$ cat src/rtl/alu_bcd_converter_if.sv
// Handshake and data bundle between the ALU result register and the BCD converter.
// The master drives start/bin_in; the converter (slave) returns busy/done/bcd_out.
interface alu_bcd_converter_if #(
    parameter int unsigned WIDTH  = 8,
    parameter int unsigned DIGITS = 3
);
    logic                  start;
    logic [WIDTH-1:0]      bin_in;
    logic                  busy;
    logic                  done;
    logic [4*DIGITS-1:0]   bcd_out;

    modport master (
        output start,
        output bin_in,
        input  busy,
        input  done,
        input  bcd_out
    );

    modport slave (
        input  start,
        input  bin_in,
        output busy,
        output done,
        output bcd_out
    );
endinterface

$ cat src/rtl/alu_bcd_converter.sv
// Sequential binary-to-BCD converter using shift-and-add-3, one input bit per clock.
// Converts the registered ALU result into packed decimal digits for the display.
module alu_bcd_converter #(
    parameter int unsigned WIDTH  = 8,
    parameter int unsigned DIGITS = 3
) (
    input  logic                 clock,
    input  logic                 reset_n,
    alu_bcd_converter_if.slave   bus
);

    localparam int unsigned BCD_W = 4 * DIGITS;
    localparam int unsigned CNT_W = $clog2(WIDTH + 1);
    localparam int unsigned CAT_W = BCD_W + WIDTH;

    typedef enum logic {
        IDLE  = 1'b0,
        SHIFT = 1'b1
    } state_t;

    state_t              state_q, state_d;
    logic [CNT_W-1:0]    cnt_q, cnt_d;
    logic [WIDTH-1:0]    shift_q, shift_d;
    logic [BCD_W-1:0]    scratch_q, scratch_d;
    logic [BCD_W-1:0]    bcd_q, bcd_d;
    logic                busy_q, busy_d;
    logic                done_q, done_d;

    logic [BCD_W-1:0]    adj_c;
    logic [CAT_W-1:0]    cat_c;

    // Add-3 correction: any digit >= 5 would exceed 9 after the upcoming doubling.
    always_comb begin
        adj_c = scratch_q;
        for (int unsigned d = 0; d < DIGITS; d++) begin
            if (scratch_q[4*d +: 4] >= 4'd5) begin
                adj_c[4*d +: 4] = scratch_q[4*d +: 4] + 4'd3;
            end
        end
        cat_c = {adj_c, shift_q} << 1;
    end

    // Next-state and registered-output logic.
    always_comb begin
        state_d   = state_q;
        cnt_d     = cnt_q;
        shift_d   = shift_q;
        scratch_d = scratch_q;
        bcd_d     = bcd_q;
        busy_d    = busy_q;
        done_d    = 1'b0;

        unique case (state_q)
            IDLE: begin
                busy_d = 1'b0;
                if (bus.start) begin
                    shift_d   = bus.bin_in;
                    scratch_d = '0;
                    cnt_d     = '0;
                    busy_d    = 1'b1;
                    state_d   = SHIFT;
                end
            end
            SHIFT: begin
                scratch_d = cat_c[CAT_W-1 -: BCD_W];
                shift_d   = cat_c[WIDTH-1:0];
                cnt_d     = cnt_q + CNT_W'(1);
                if (cnt_q == CNT_W'(WIDTH - 1)) begin
                    bcd_d   = cat_c[CAT_W-1 -: BCD_W];
                    done_d  = 1'b1;
                    busy_d  = 1'b0;
                    state_d = IDLE;
                end
            end
            default: begin
                state_d = IDLE;
                busy_d  = 1'b0;
            end
        endcase
    end

    always_ff @(posedge clock or negedge reset_n) begin
        if (!reset_n) begin
            state_q   <= IDLE;
            cnt_q     <= '0;
            shift_q   <= '0;
            scratch_q <= '0;
            bcd_q     <= '0;
            busy_q    <= 1'b0;
            done_q    <= 1'b0;
        end else begin
            state_q   <= state_d;
            cnt_q     <= cnt_d;
            shift_q   <= shift_d;
            scratch_q <= scratch_d;
            bcd_q     <= bcd_d;
            busy_q    <= busy_d;
            done_q    <= done_d;
        end
    end

    assign bus.busy    = busy_q;
    assign bus.done    = done_q;
    assign bus.bcd_out = bcd_q;

endmodule

$ cat src/flat_wrapper.sv
// flat-port wrapper written by rule: the top's interface ports become plain ports
module alu_bcd_converter_flat 
#(
    parameter int unsigned WIDTH  = 8,
    parameter int unsigned DIGITS = 3
)
  (clock, reset_n, bus_start, bus_bin_in, bus_busy, bus_done, bus_bcd_out);
  alu_bcd_converter_if #(.WIDTH(WIDTH), .DIGITS(DIGITS)) bus_i ();
  input  logic clock;
  input  logic reset_n;
  input wire logic [$bits(bus_i.start)-1:0] bus_start;
  input wire logic [$bits(bus_i.bin_in)-1:0] bus_bin_in;
  output wire logic [$bits(bus_i.busy)-1:0] bus_busy;
  output wire logic [$bits(bus_i.done)-1:0] bus_done;
  output wire logic [$bits(bus_i.bcd_out)-1:0] bus_bcd_out;
  assign bus_i.start = bus_start;
  assign bus_i.bin_in = bus_bin_in;
  assign bus_busy = bus_i.busy;
  assign bus_done = bus_i.done;
  assign bus_bcd_out = bus_i.bcd_out;
  alu_bcd_converter #(.WIDTH(WIDTH), .DIGITS(DIGITS)) u_core (.clock(clock), .reset_n(reset_n), .bus(bus_i));
endmodule
$ cat config.mk
export PLATFORM = sky130hd
export DESIGN_NAME = alu_bcd_converter_flat
export DESIGN_NICKNAME = d
export VERILOG_FILES = /design/src/rtl/alu_bcd_converter_if.sv /design/src/rtl/alu_bcd_converter.sv /design/src/flat_wrapper.sv
export SDC_FILE = /design/constraint.sdc
export NUM_CORES = 1
export LEC_CHECK = 0
export ABC_AREA = 0
export CORE_ASPECT_RATIO = 0.7
export CORE_UTILIZATION = 48
export DETAILED_ROUTE_END_ITERATION = 10
export GPL_TIMING_DRIVEN = 1
export PLACE_DENSITY = 0.71
export SLEW_MARGIN = 40
export SYNTH_ARGS = -nofsm -noshare
export SYNTH_HDL_FRONTEND = slang
export SYNTH_SLANG_ARGS = --single-unit
export TNS_END_PERCENT = 100
$ cat constraint.sdc
create_clock -name clock -period 2.3 [get_ports clock]
set_clock_uncertainty 0.2 [all_clocks]
set_input_delay 0.23 -clock clock [delete_from_list [all_inputs] [get_ports clock]]
set_output_delay 0.23 -clock clock [all_outputs]
set_load 0.02 [all_outputs]
Word-level counts from Yosys, hierarchy flattened
Index checks and enable logic that the tools add are counted.

Output and inout port bits: 14. Bits in registers: 39. Word-level logic and storage cells: 35. Input port bits: 11.

Mux-type cells: 16. $lt $le $gt $ge: 3. Equality and inequality tests: 3. Add/sub/neg operators: 4. Bitwise gates (word level): 1. Reduce and logical (&&, ||, !) cells: 1.

Operator list (number): $pmux 12 s2 (1); $pmux 8 s2 (1); $ge 4x3->1 const B (3); $mux 12 (1); $mux 4 (3); $add 4x2->4 const B (2); $mux 8 (1); $pmux 4 s2 (1); $mux 1 (5); $add 4x1->4 const B (1); $eq 4x3->1 const B (1); $ne 2x2->1 const B (2); $pmux 1 s2 (2); $add 3x2->3 const B (1); $mux 3 (1); $reduce_and 2->1 (1); $not 1->1 (1).

Depth between registers and ports, before layout
Gate-level depths: netlist of the first run.

Word-level depth: 3. Gate-level depth with buffers: 6.

Worst setup path before layout of the first run
Ideal clock, no wire load.

Path type: reg-to-reg. Start point: register u_core.scratch_q[4]. End point: register u_core.bcd_q[6], in the netlist u_core.bus.bcd_out[6]. Stages on the path, launching flop included: 6. Slack: 702 ps. Period minus slack after synthesis: 1598 ps. Data required time: 1975 ps. Arrival time: 1273 ps. Path through: dfrtp_1 > ha_1 > nand2b_1 > a21oi_2 > mux2i_1 > mux2_2.

Word-level cells in the longest chain between the ends: 2. Elaborated cells between the ends (all ways): 3.

Ends and longest elaborated chain: from (decl) (RTL line alu_bcd_converter.sv:24) `logic [BCD_W-1:0] scratch_q, scratch_d;`; from (signal assigned) (RTL line alu_bcd_converter.sv:95) `scratch_q <= scratch_d;`; $add 4x2->4 or $ge 4x3->1 (tied branches) (RTL line alu_bcd_converter.sv:37, alu_bcd_converter.sv:36); $mux 4 (*) (RTL line alu_bcd_converter.sv:36) `if (scratch_q[4*d +: 4] >= 4'd5) begin`; to (signal assigned) (RTL line alu_bcd_converter.sv:88) `bcd_q <= '0;`; to (signal assigned) (RTL line alu_bcd_converter.sv:96) `bcd_q <= bcd_d;`; to (decl) (RTL line alu_bcd_converter.sv:25) `logic [BCD_W-1:0] bcd_q, bcd_d;`.

Mark *: on every way between the ends. The rest lies on a longest branch, timed or not. A chain may end at the register's enable or synchronous reset.

Worst setup path in the final report of the first run
Start point: register u_core.cnt_q[0]. End point: register u_core.bcd_q[2], in the netlist u_core.bus.bcd_out[2].

Word-level cells in the longest chain between the ends: 2.

Ends and longest elaborated chain: from (decl) (RTL line alu_bcd_converter.sv:22) `logic [CNT_W-1:0] cnt_q, cnt_d;`; from (signal assigned) (RTL line alu_bcd_converter.sv:93) `cnt_q <= cnt_d;`; $eq 4x3->1 (RTL line alu_bcd_converter.sv:68) `if (cnt_q == CNT_W'(WIDTH - 1)) begin`; $reduce_and 2->1 (no source line).

Every way passes these cells.

==> impl_metrics.csv, run 1 <==
group,metric,value,unit
critical_path,r2r_end,"u_core.bus.bcd_out[2]",
sta,fin_crit,1.805,ns
clocking,tritoncts,"built",
clocking,clock_path_buffers,2,
logic_synthesis,yosysUniqueCellTypes,28,
pwr,pwr-share-seq,37.6,%
global_routing,grt_use_total,20.72,%
run,drv_cap,0,
floorplan,die_h,54.07,um
critical_path,slowest_delay,0.40,ns
clocking,cts_resized,0,
clocking,cts.sinks,39,
critical_path,critPathMaxFanout,12,
placed_design,dp.cells,241,
logic_synthesis,yosys_register_bits,39,
pwr,power_density,1438,nW/um2
critical_path,crit_arrival,1.79,ns
global_routing,grt_antenna_before_repair,0,
logic_synthesis,yosysWarnings,0,
drt,route.detailed.wl_per_inst,14.57,um
logic_synthesis,avgSynthCellArea,10.94,um2
clocking,cts_buffers,5,
floorplan,start_util,51.60,%
drt,drt-initial-drc-count,55,
global_routing,grt_overflow_total,0,
critical_path,crit_buf_inv,1,
pwr,intPower,2.019,mW
placed_design,io_buffers,24,
clocking,htreeDepth,2,
logic_synthesis,syn_inst,170,
sta,period_share,78.50,%
critical_path,critPathRequiredTime,2.28,ns
sta,slew_headroom,70.71,%
layout,finalNonFillerCells,250,
layout,fin_util,63.16,%
sta,rsz0062_at_grt,"false",
logic_synthesis,ys_seq_area_share,52.49,%
critical_path,end_kind,"flip-flop",
sta,final.setup.tns,0,ns
pwr,p_leak,1.074,nW
drt,first_pass_iters,4,
floorplan,rows,18,
floorplan,die-width,76.39,um
sta,slew_violations,0,
sta,tightestPinTransition,0.4379,ns
status,status,"complete, no violations",
clocking,cts-root-buf,"clkbuf_8",
layout,antennaDiodeCount,0,
drt,num_vias,1298,
pwr,swShare,38.31,%
critical_path,crit_family,"flip-flops",
pwr,ir_drop,657.8,uV
pwr,clkPwrFrac,15.7,%
critical_path,r2r_cells,4,
drt,routed_wl,3642,um
critical_path,r2r_start,"u_core.cnt_q[0]",
critical_path,crit_slowest_cell,"dfrtp_1",
critical_path,crit_chain,"ha_1 -> nand3_2 -> inv_2 -> mux2_2",
clocking,post-cts-setup-buffers,0,
pwr,p_total,3.273,mW
floorplan,die_area,4130,um2
floorplan,io_pins,25,
placed_design,place_hpwl,2596,um
logic_synthesis,syn_nets,188,
placed_design,gp_congestion,0.6785,
critical_path,worstSetupPathType,"reg -> reg",
pwr,switching_power,1.254,mW
logic_synthesis,syn-cell-area,1859,um2
sta,setup_slack,0.4945,ns
global_routing,grt_pass1_vias,1286,
placed_design,pre_cts_ws,0.4588,ns
drt,ant_nets,0,
floorplan,core,3603,um2
clocking,clk_latency,0.29,ns
clocking,clkTransAtPathRegs,0.07,ns
sta,hold_viol,0,
pwr,p_comb_share,46.7,%
critical_path,r2r_setup_slack,0.49,ns
global_routing,grt_first_pass_wirelength,6189,um
layout,nNetsFinal,217,
critical_path,worstSetupStartpointType,"flip-flop",
layout,layout-drive-gt1-share,13.00,%
worst_hold_path,hold_path_class,"in -> async",
sta,setup_viol,0,
drt,drc_errors,0,
sta,max_freq,0.5539,GHz
layout,area_growth,22.41,%
drt,viasPerCell,5.192,
global_routing,grt_max_degree,43,
[cell families (layout without fill, tap and decap cells)]
logic type                 count (synthesis)  after routing  synth area share [%]
AOI/OAI and AO/OA                         34             34                 11.24
DFF                                       39             39                 52.49
xor gates and xnor gates                   5              5                 2.355
and+or+nand+nor                           47             47                 12.72
muxes                                     22             22                 12.65
buffers and inverters                     16             46                 3.836
adders and majority gates                  7              7                 4.710
[sequential cells by signal, indices dropped and copies added (netlist names)]
signal,count
u_core.state_q,1
u_core.bus.done,1
u_core.bus.bcd_out,12
u_core.cnt_q,4
u_core.bus.busy,1
u_core.scratch_q,12
u_core.shift_q,8
[cell usage in the layout, fill, tap and decap left out]
master	instances
nand3_2	1
buf_2	1
buf_4	4
a21o_1	4
xor2_1	1
nand2_1	24
o21ai_0	17
a22o_1	3
clkbuf_8	7
buf_12	1
a21o_2	1
dfrtp_1	39
clkbuf_1	1
xnor2_1	4
or2b_1	1
dlygate4sd3_1	1
nor2b_2	1
clkdlybuf4s50_1	23
nor3_1	3
ha_1	7
a21oi_2	3
o31ai_1	1
nor2_1	3
a21oi_1	5
nand2b_1	3
mux2i_1	16
nand3_1	3
mux2_4	2
mux2_2	4
inv_1	7
nor3b_1	8
inv_2	1
[cell type report]
type	instances	area [um2]
fillers	295	1328
clock buffers	8	100.1
multi-input cells	115	812.0
well taps	50	62.56
repair buffers	30	295.3
inverters	8	30.03
flip-flops and latches	39	975.9
[cell usage after synthesis]
cell	n	area, um2
a21oi_1	5	25.02
o31ai_1	1	7.510
nor2_1	3	11.26
nor2b_2	1	8.760
clkbuf_1	1	3.750
or2b_1	1	7.510
dfrtp_1	39	975.9
nand2b_1	3	18.77
a21oi_2	3	26.28
nand3_1	3	15.01
xnor2_1	4	35.03
inv_1	7	26.28
nor3b_1	8	60.06
xor2_1	1	8.760
inv_2	1	3.750
a21o_1	4	30.03
mux2_4	2	30.03
a21o_2	1	8.760
nand2_1	24	90.09
nand3_2	1	10.01
ha_1	7	87.58
o21ai_0	17	85.08
a22o_1	3	26.28
mux2i_1	16	160.2
buf_2	6	30.03
buf_4	1	7.510
nor3_1	3	15.01
mux2_2	4	45.04
[stage by stage]
stage | hold slack (ns) | instance area, um2
CTS | 0.1791 | 2276
floorplan | -0.2656 | 1859
global route | 0.1822 | 2276
detailed placement | -0.03541 | 2166
global placement | 0.1767 | 2146
finish | 0.1774 | 2276
[metal layers]
metal	up-vias	wire length (um)	track usage, %
li1	638	-	-
met1	634	1767	25.27
met2	21	1718	34.53
met3	5	117	7.627
met4	0	38	7.692
met5	-	0	0
[power by group through the flow]
stage	sequential, mW	clock, mW	combinational (mW)
after CTS	1.23	0.521	1.55
after floorplan	1.31	0	0.981
after global routing	1.28	0.563	1.70
after global placement	1.22	0	1.47
final	1.23	0.513	1.53
after detailed placement	1.24	0	1.54
[repair_timing]
item,CTS,global route
endpoints found under the hold margin,39,0
hold buffers,1,0
setup endpoints to repair,0,0
[how the worst max path moves through the flow]
stage | cells past startpoint | start | endpoint
floorplan | 5 | u_core.scratch_q[4] | u_core.bus.bcd_out[6]
global placement | 4 | bus_start | u_core.shift_q[1]
detailed placement | 4 | bus_start | u_core.scratch_q[11]
CTS | 4 | u_core.cnt_q[0] | u_core.bus.bcd_out[2]
global route | 4 | u_core.cnt_q[0] | u_core.bus.bcd_out[2]
finish | 4 | u_core.cnt_q[0] | u_core.bus.bcd_out[2]
(Power assumes the default switching activity.)
==> run 2, diff against run 1 <==
Settings changed: PLACE_DENSITY 0.71 to 0.74.
Clock period 2.3 ns to 1.5 ns, I/O delays scaled along.
==> run 2 against run 1 <==
Compared with the run above: the run now ends with setup timing left; global-route usage increased by 3.8 points; via count increased by 13%; die area unchanged; worst hold slack got worse by 0.044 ns; routed wire length increased by 25%; sequential cell count unchanged; utilization increased by 12 points; clock power increased by 57%; first-iteration DRC count increased by 9.1%; sequential share of layout area decreased by 6.7 points; sequential power increased by 58%; critical path type unchanged; critical endpoint is now u_core.bus.bcd_out[6]; largest power group unchanged.
==> impl_metrics.csv, run 2 (synthesis results as in run 1) <==
group,metric,value,unit
status,status,"complete, but fails checks",
status,violations,"setup timing",
worst_hold_path,hold_path_class,"in -> async",
clocking,cts.sinks,39,
pwr,switching_power,2.452,mW
pwr,power_density,2316,nW/um2
pwr,clkPwrFrac,12.9,%
layout,multi_input_area,1013,um2
pwr,p_leak,1.304,nW
layout,final_cell_mix,"dfrtp_1, buf_4, nand2_1, dlygate4sd2_1, mux2i_1",
global_routing,grt_first_pass_wirelength,7293,um
layout,finalNonFillerCells,280,
floorplan,io_pins,25,
critical_path,crit_family,"flip-flops",
critical_path,path_depth,5,
floorplan,core,3603,um2
global_routing,grt_max_degree,40,
critical_path,crit_arrival,1.73,ns
critical_path,end_kind,"flip-flop",
critical_path,crit_slowest_cell,"dfrtp_2",
layout,final_common_cell,"dfrtp_1",
clocking,clk_latency,0.30,ns
drt,route.detailed.wl_per_inst,16.25,um
global_routing,grt_pass1_vias,1474,
drt,ant_nets,0,
floorplan,die_area,4130,um2
clocking,clkTransAtPathRegs,0.08,ns
run,drv_cap,0,
layout,layout-drive-gt1-share,37.83,%
drt,drc_errors,0,
critical_path,slowest_delay,0.46,ns
sta,fin_crit,1.692,ns
floorplan,rows,18,
critical_path,worstSetupPathType,"reg -> reg",
pwr,swShare,39.17,%
clocking,clock_path_buffers,2,
layout,nNetsFinal,247,
clocking,cts-root-buf,"clkbuf_8",
floorplan,die_h,54.07,um
global_routing,grt_antenna_before_repair,0,
drt,first_pass_iters,4,
pwr,pwr-share-seq,31.0,%
pwr,p_total,6.260,mW
global_routing,grt_use_total,24.48,%
layout,nFillCells,249,
sta,max_freq,0.5912,GHz
drt,drt-initial-drc-count,60,
sta,hold_viol,0,
layout,seqCellArea,978.4,um2
critical_path,critPathMaxFanout,4,
sta,slew_violations,0,
sta,holdWs,0.1333,ns
clocking,cts_buffers,5,
layout,antennaDiodeCount,0,
clocking,tritoncts,"built",
sta,period_share,112.8,%
sta,rsz0062_at_grt,"true",
critical_path,worstSetupStartpointType,"flip-flop",
drt,routed_wl,4550,um
sta,slew_headroom,81.55,%
layout,area_growth,45.36,%
critical_path,critPathRequiredTime,1.54,ns
pwr,intPower,3.808,mW
pwr,ir_drop,1345,uV
placed_design,io_buffers,24,
sta,tightestPinTransition,0.2749,ns
sta,setup_viol,15,
critical_path,r2r_cells,5,
clocking,htreeDepth,2,
placed_design,place_hpwl,2897,um
pwr,p_comb_share,56.1,%
floorplan,die-width,76.39,um
critical_path,crit_buf_inv,0,
placed_design,dp.cells,261,
sta,setup_slack,-0.1916,ns
critical_path,r2r_setup_slack,-0.19,ns
critical_path,crit_chain,"ha_4 -> nand2b_4 -> a21oi_4 -> mux2i_2 -> mux2_4",
drt,viasPerCell,5.221,
global_routing,grt_overflow_total,0,
floorplan,start_util,51.60,%
drt,num_vias,1462,
placed_design,gp_congestion,0.7648,
## run 2: cell count changes in the layout (fill, tap and decap cells not counted), moves of 4 or more
cell             delta
inv_2               +5
nor3b_2             +4
o21ai_1             +5
inv_1               -6
dlygate4sd2_1      +14
ha_4                +5
ha_1                -6
clkdlybuf4s50_1    -14
o21ai_0             -6
mux2_4              +4
mux2_2              -4
nor3b_1             -4
buf_4              +29
## run 2: through the flow
step | utilization [%] | area, um2 | setup WS (ns) | TNS (ns)
after floorplan | - | 1911 | -0.06138 | -0.2790
after global placement | 66.04 | 2380 | -0.07809 | -0.4656
after detailed placement | 66.04 | 2380 | -0.1475 | -1.385
after CTS | 72.67 | 2619 | -0.1368 | -0.9962
after global routing | 75.00 | 2703 | -0.2390 | -2.347
final | 75.00 | 2703 | -0.1916 | -1.421
## run 2: layout make-up
cell class | instances | area share, %
sequential | 39 | 36.20
clock buffer | 8 | 3.704
inverter | 8 | 1.204
timing repair buffer | 60 | 19.07
multi-input combinational | 115 | 37.50
tap | 50 | 2.315
## run 2: worst paths after layout
kind | startpoint | end
max | u_core.scratch_q[4] | u_core.bus.bcd_out[6]
min reg2reg | u_core.bus.bcd_out[0] | u_core.bus.bcd_out[0]
min | reset_n | u_core.shift_q[4]
min in group clock | u_core.bus.bcd_out[0] | u_core.bus.bcd_out[0]
max reg2reg | u_core.scratch_q[4] | u_core.bus.bcd_out[6]
max in group asynchronous | reset_n | u_core.scratch_q[4]
## run 2: tightest hold or removal path: cells and delay by family
kind                   cells  cell delay (ns)
buffers and inverters      3             0.86
## run 2: what timing repair did
action                                  CTS  global route
hold endpoints to repair                 39             0
endpoints found under the setup margin   34            23
hold buffers                              1             0
buffers inserted                          8             2
pin swaps                                 9            11
resized for setup                        32            22
## run 2: layer usage
metal | vias to the layer above | routed length, um | global-route usage, %
li1 | 696 | - | -
met1 | 741 | 2080 | 28.60
met2 | 18 | 2288 | 45.05
met3 | 7 | 113 | 5.424
met4 | 0 | 68 | 10.58
met5 | - | 0 | 0
## run 2: power by group through the flow
stage          registers (mW)  logic (mW)  clock network (mW)
2_1_floorplan            2.03        1.65                   0
3_3_place_gp             1.86        2.77                   0
4_1_cts                  1.91        3.24               0.808
6_report                 1.94        3.51               0.804
3_5_place_dp             1.90        2.93                   0
5_1_grt                  2.00        3.81               0.854
